===== src/rtl/adder_arbiter.sv =====
// rtl/adder_arbiter.sv - shares one handshake-wrapped adder among N_REQ requesters
// Define ADDER_ARB_RR_EN for round-robin arbitration; otherwise the lowest asserted index wins.
module adder_arbiter #(
    parameter int N_REQ = 4,
    parameter int WIDTH = 32
) (
    input  logic                     clk,
    input  logic                     rst_n,
    input  logic [N_REQ-1:0]         req_valid,
    output logic [N_REQ-1:0]         req_ready,
    input  logic [N_REQ*WIDTH-1:0]   req_a,
    input  logic [N_REQ*WIDTH-1:0]   req_b,
    output logic [N_REQ-1:0]         resp_valid,
    input  logic [N_REQ-1:0]         resp_ready,
    output logic [WIDTH:0]           resp_data,
    output logic                     op_valid,
    input  logic                     op_ready,
    output logic [WIDTH-1:0]         op_a,
    output logic [WIDTH-1:0]         op_b,
    input  logic                     res_valid,
    output logic                     res_ready,
    input  logic [WIDTH:0]           res_data,
    output logic                     busy,
    output logic [$clog2(N_REQ)-1:0] grant_id
);

    localparam int GW = $clog2(N_REQ);

    typedef enum logic [2:0] {
        IDLE,
        GRANT,
        ISSUE,
        WAIT_RES,
        DELIVER
    } state_t;

    state_t            state, state_d;
    logic [N_REQ-1:0]  req_ready_d, resp_valid_d;
    logic [WIDTH:0]    resp_data_d;
    logic              op_valid_d, res_ready_d, busy_d;
    logic [WIDTH-1:0]  op_a_d, op_b_d;
    logic [GW-1:0]     grant_id_d;
    logic [GW-1:0]     winner;
    logic              any_req;

`ifdef ADDER_ARB_RR_EN
    logic [GW-1:0]     last, last_d;

    // Scan offsets from farthest to nearest so the nearest valid index after last wins.
    always_comb begin
        int idx;
        winner  = '0;
        any_req = 1'b0;
        for (int i = N_REQ; i >= 1; i--) begin
            idx = (int'(last) + i) % N_REQ;
            if (req_valid[idx]) begin
                winner  = GW'(idx);
                any_req = 1'b1;
            end
        end
    end
`else
    always_comb begin
        winner  = '0;
        any_req = 1'b0;
        for (int i = N_REQ - 1; i >= 0; i--) begin
            if (req_valid[i]) begin
                winner  = GW'(i);
                any_req = 1'b1;
            end
        end
    end
`endif

    always_comb begin
        state_d      = state;
        req_ready_d  = req_ready;
        resp_valid_d = resp_valid;
        resp_data_d  = resp_data;
        op_valid_d   = op_valid;
        res_ready_d  = res_ready;
        op_a_d       = op_a;
        op_b_d       = op_b;
        grant_id_d   = grant_id;
`ifdef ADDER_ARB_RR_EN
        last_d       = last;
`endif
        case (state)
            IDLE: begin
                if (any_req) begin
                    grant_id_d  = winner;
                    req_ready_d = {{(N_REQ-1){1'b0}}, 1'b1} << winner;
                    state_d     = GRANT;
                end
            end
            GRANT: begin
                req_ready_d = '0;
                if (req_valid[grant_id]) begin
                    op_a_d     = req_a[int'(grant_id)*WIDTH +: WIDTH];
                    op_b_d     = req_b[int'(grant_id)*WIDTH +: WIDTH];
                    op_valid_d = 1'b1;
                    state_d    = ISSUE;
                end else begin
                    // Requester withdrew before handing over operands: no pointer update.
                    state_d = IDLE;
                end
            end
            ISSUE: begin
                if (op_valid && op_ready) begin
                    op_valid_d  = 1'b0;
                    res_ready_d = 1'b1;
                    state_d     = WAIT_RES;
                end
            end
            WAIT_RES: begin
                if (res_valid && res_ready) begin
                    resp_data_d  = res_data;
                    res_ready_d  = 1'b0;
                    resp_valid_d = {{(N_REQ-1){1'b0}}, 1'b1} << grant_id;
                    state_d      = DELIVER;
                end
            end
            DELIVER: begin
                if (resp_valid[grant_id] && resp_ready[grant_id]) begin
                    resp_valid_d = '0;
`ifdef ADDER_ARB_RR_EN
                    last_d       = grant_id;
`endif
                    state_d      = IDLE;
                end
            end
            default: state_d = IDLE;
        endcase
        busy_d = (state_d != IDLE);
    end

    always_ff @(posedge clk) begin
        if (!rst_n) begin
            state      <= IDLE;
            req_ready  <= '0;
            resp_valid <= '0;
            resp_data  <= '0;
            op_valid   <= 1'b0;
            res_ready  <= 1'b0;
            op_a       <= '0;
            op_b       <= '0;
            grant_id   <= '0;
            busy       <= 1'b0;
`ifdef ADDER_ARB_RR_EN
            last       <= GW'(N_REQ - 1);
`endif
        end else begin
            state      <= state_d;
            req_ready  <= req_ready_d;
            resp_valid <= resp_valid_d;
            resp_data  <= resp_data_d;
            op_valid   <= op_valid_d;
            res_ready  <= res_ready_d;
            op_a       <= op_a_d;
            op_b       <= op_b_d;
            grant_id   <= grant_id_d;
            busy       <= busy_d;
`ifdef ADDER_ARB_RR_EN
            last       <= last_d;
`endif
        end
    end

endmodule


===== config.mk =====
export PLATFORM = sky130hd
export DESIGN_NAME = adder_arbiter
export DESIGN_NICKNAME = d
export VERILOG_FILES = /design/src/rtl/adder_arbiter.sv
export SDC_FILE = /design/constraint.sdc
export NUM_CORES = 1
export LEC_CHECK = 0
export ABC_AREA = 1
export BUFFER_PORTS_ARGS = -buffer_cell sky130_fd_sc_hd__buf_2
export CAP_MARGIN = 10
export CORE_AREA = 2 2 157 159
export CTS_CLUSTER_SIZE = 30
export DETAILED_ROUTE_END_ITERATION = 7
export DIE_AREA = 0 0 159 161
export PLACE_DENSITY = 0.52
export SYNTH_ARGS = -nofsm -noshare
export SYNTH_HDL_FRONTEND = slang
export SYNTH_SLANG_ARGS = --single-unit

===== constraint.sdc =====
create_clock -name clk -period 1.7 [get_ports clk]
set_clock_uncertainty 0.2 [all_clocks]
set_input_delay 0.17 -clock clk [delete_from_list [all_inputs] [get_ports clk]]
set_output_delay 0.17 -clock clk [all_outputs]
set_load 0.01 [all_outputs]

==> results.txt <==
Area Overhead vs Synth - 107%
Reg2Reg Launch Point - grant_id[1]
Fmax - 610 MHz
Post-synthesis cell count - 905
Share of layout cells above drive strength 1 - 0.310
Violated checks - hold timing
First-pass GRT wire length - 44300 um
Syn Nets - 1206
Outcome - finished, violations left
Tot Pwr - 9840 uW
HPWL Detailed - 17700 um
Initial antenna violation count - 3
Post-Place Cells - 1604
Vias - 8920
Ports - 411
Synthesized area per cell - 6.31 um2
Initial Utilization - 0.238
Clock Latency Late Sink - 410 ps
Minimum clock period - 1640 ps
Placed Area - 0.00824 mm2
Pwr dens - 831 mW/mm2
CTS root buf - clkbuf_16
Max FO, Critical Path - 23
Critical-path cell with the highest stage delay - dfxtp_1
Async set or reset register ratio after synthesis - 0
CP Depth - 9
Final hold slack - -4.61 ps
Post-layout util - 0.494
Vias in the first global route - 8867
Detailed Routing Iterations Pass 1 - 5
Hold path endpoint - op_b[15]
Most frequent cell after synthesis - nand2_1
Post-DRT Antenna Nets - 0
Die W - 159 um
Gr usage total - 0.214
Port buffer count - 410
Total CTS buffers - 17
RSZ-0062 raised after global routing - yes
FF+latch area - 0.00227 mm2
# H-tree levels - 4
Final Cycle Share - 0.965
Clock Path Buffers - 2
CP max stage delay - 360 ps
Hold path startpoint - req_b[47]
Site Rows - 57
Fin. max-slew vios - 0
Top post-synthesis cells by count - nand2_1, nor2_1, dfxtp_1
Final Hold Viols - 1
Post-Route WL - 29300 um
DRC violations left - 0
Hold/Removal Path Class - in2reg
DRT iter0 DRCs - 577
Final Non-Filler Cells - 1927
Yosys top cell area share - 0.396
Post-route cell area - 0.0118 mm2
Worst-margin pin slew - 249 ps
Post-CTS setup repair buffer count - 0
Relative slew slack - 0.833
Fillers - 2287
Predominant post-synthesis flop cell - dfxtp_1
Core ar. - 0.0240 mm2
Mapped Area - 0.00571 mm2
Leak Pwr - 0.00573 uW
Worst EP required - 1790 ps
Hold path depth - 5
R2r setup slk - 60 ps
Layout Nets - 1889
Gp weighted congestion - 0.846
Max_cap viols - 0
Gr ovfl total - 0
EDFF count, synth - 0
DR vias/cell - 4.63
# setup viols final - 0
Post-synthesis cell type count - 21
CP Launch Type - flop
Ranking of synthesized cells by area - dfxtp_1, nand2_1, nor2_1
DR WL/cell - 15.2 um
Peak VDD IR - 0.615 mV
CTS tree - done
Die ar. - 0.0256 mm2
Chip height - 161 um
Largest delay share family, worst path - buffers and inverters
Clk slew on worst S/H paths - 60 ps
CP Class - reg2reg
Buffers & Inverters on Critical Path - 4
R2r worst-path depth - 9
Area leader, netlist - dfxtp_1
Flops & latches, synth - 113
Crit path capture type - flop
Warning count from the yosys run - 0
Arr. time, crit path - 1730 ps
Footprint of the multi-input gates - 0.00304 mm2
Register area share after synthesis - 0.396
CP Cell Sequence - inv_2 -> nand2_1 -> inv_2 -> buf_12 -> buf_12 -> nand2_1 -> nand4_1 -> o21ai_0 -> nor2_1
Largest net degree at the start of global routing - 58
RR Endpoint - op_b[29]
Clock Sink Count - 113
metrics by stage:
step,hold slack (ps),setup TNS [ps],setup slack (ps)
4_1_cts,0.527,0,5.35
3_5_place_dp,199,-3.08,-3.08
3_3_place_gp,191,0,44.7
5_1_grt,7.04,-66.2,-32.9
6_report,-4.61,0,60.3
2_1_floorplan,105,0,43.1
final cells by class:
type | count | share of cell area
inverter | 22 | 0.00761
sequential | 113 | 0.192
antenna | 3 | 0.000634
tap | 324 | 0.0342
timing repair buffer | 727 | 0.457
clock buffer | 18 | 0.0371
multi-input combinational | 707 | 0.256
clock inverter | 13 | 0.0157
worst reg2reg max path: stages (launching register included):
cell	delay [ps]
dfxtp_1	360
inv_2	90
nand2_1	90
inv_2	60
buf_12	160
buf_12	170
nand2_1	60
nand4_1	90
o21ai_0	180
nor2_1	60
cells in the final DEF, fill, tap and decap left out, drive strengths merged:
cell / count
buf: 438
diode: 3
nor3: 2
dlygate4sd3: 286
clkbuf: 21
dfxtp: 113
nand2: 303
a21oi: 15
inv: 23
clkinv: 4
bufinv: 4
nand3: 15
nand4: 65
nor2: 204
clkinvlp: 4
a31oi: 1
o21ai: 102
metal layers:
metal  wire length (um)  vias to the layer above  track usage
met2              14100                      495        0.372
met5                  0                        -            0
met4               1530                        0        0.120
met1              11400                     4005        0.235
li1                   -                     4295            -
met3               2280                      125       0.0606
power by group:
part	switching, uW	internal, uW	total (uW)
Sequential	132	2900	3030
Clock	1300	2480	3790
Combinational	1530	1490	3020
registers in the layout, summed over array words and instances (netlist names):
register	count
state	3
resp_data	33
req_ready	4
res_ready	1
grant_id	2
op_valid	1
resp_valid	4
busy	1
op_a	32
op_b	32
worst max path at each step:
stage                           to         start  slack (ps)
final                     op_b[29]   grant_id[1]          60
after detailed placement  op_b[11]   grant_id[0]          -3
after floorplan            op_a[0]   grant_id[0]          40
after CTS                 op_b[15]   grant_id[0]           5
after global routing          busy  req_valid[0]         -30
after global placement    op_valid   grant_id[0]          40
kinds of logic (layout without fill, tap and decap cells):
family / after synthesis / in the layout / share of synthesized area
compound gates: 118 / 118 / 0.104
other cells: 0 / 3 / 0
buf+inv: 85 / 780 / 0.0747
simple gates: 589 / 589 / 0.425
flops: 113 / 113 / 0.396
timing repair:
item	in CTS	in global routing
resized for setup	2	33
gates cloned	0	3
setup endpoints to repair	2	72
hold endpoints to repair	106	1
hold buffers	285	1
No activity file was read; power rests on OpenSTA's default activity.
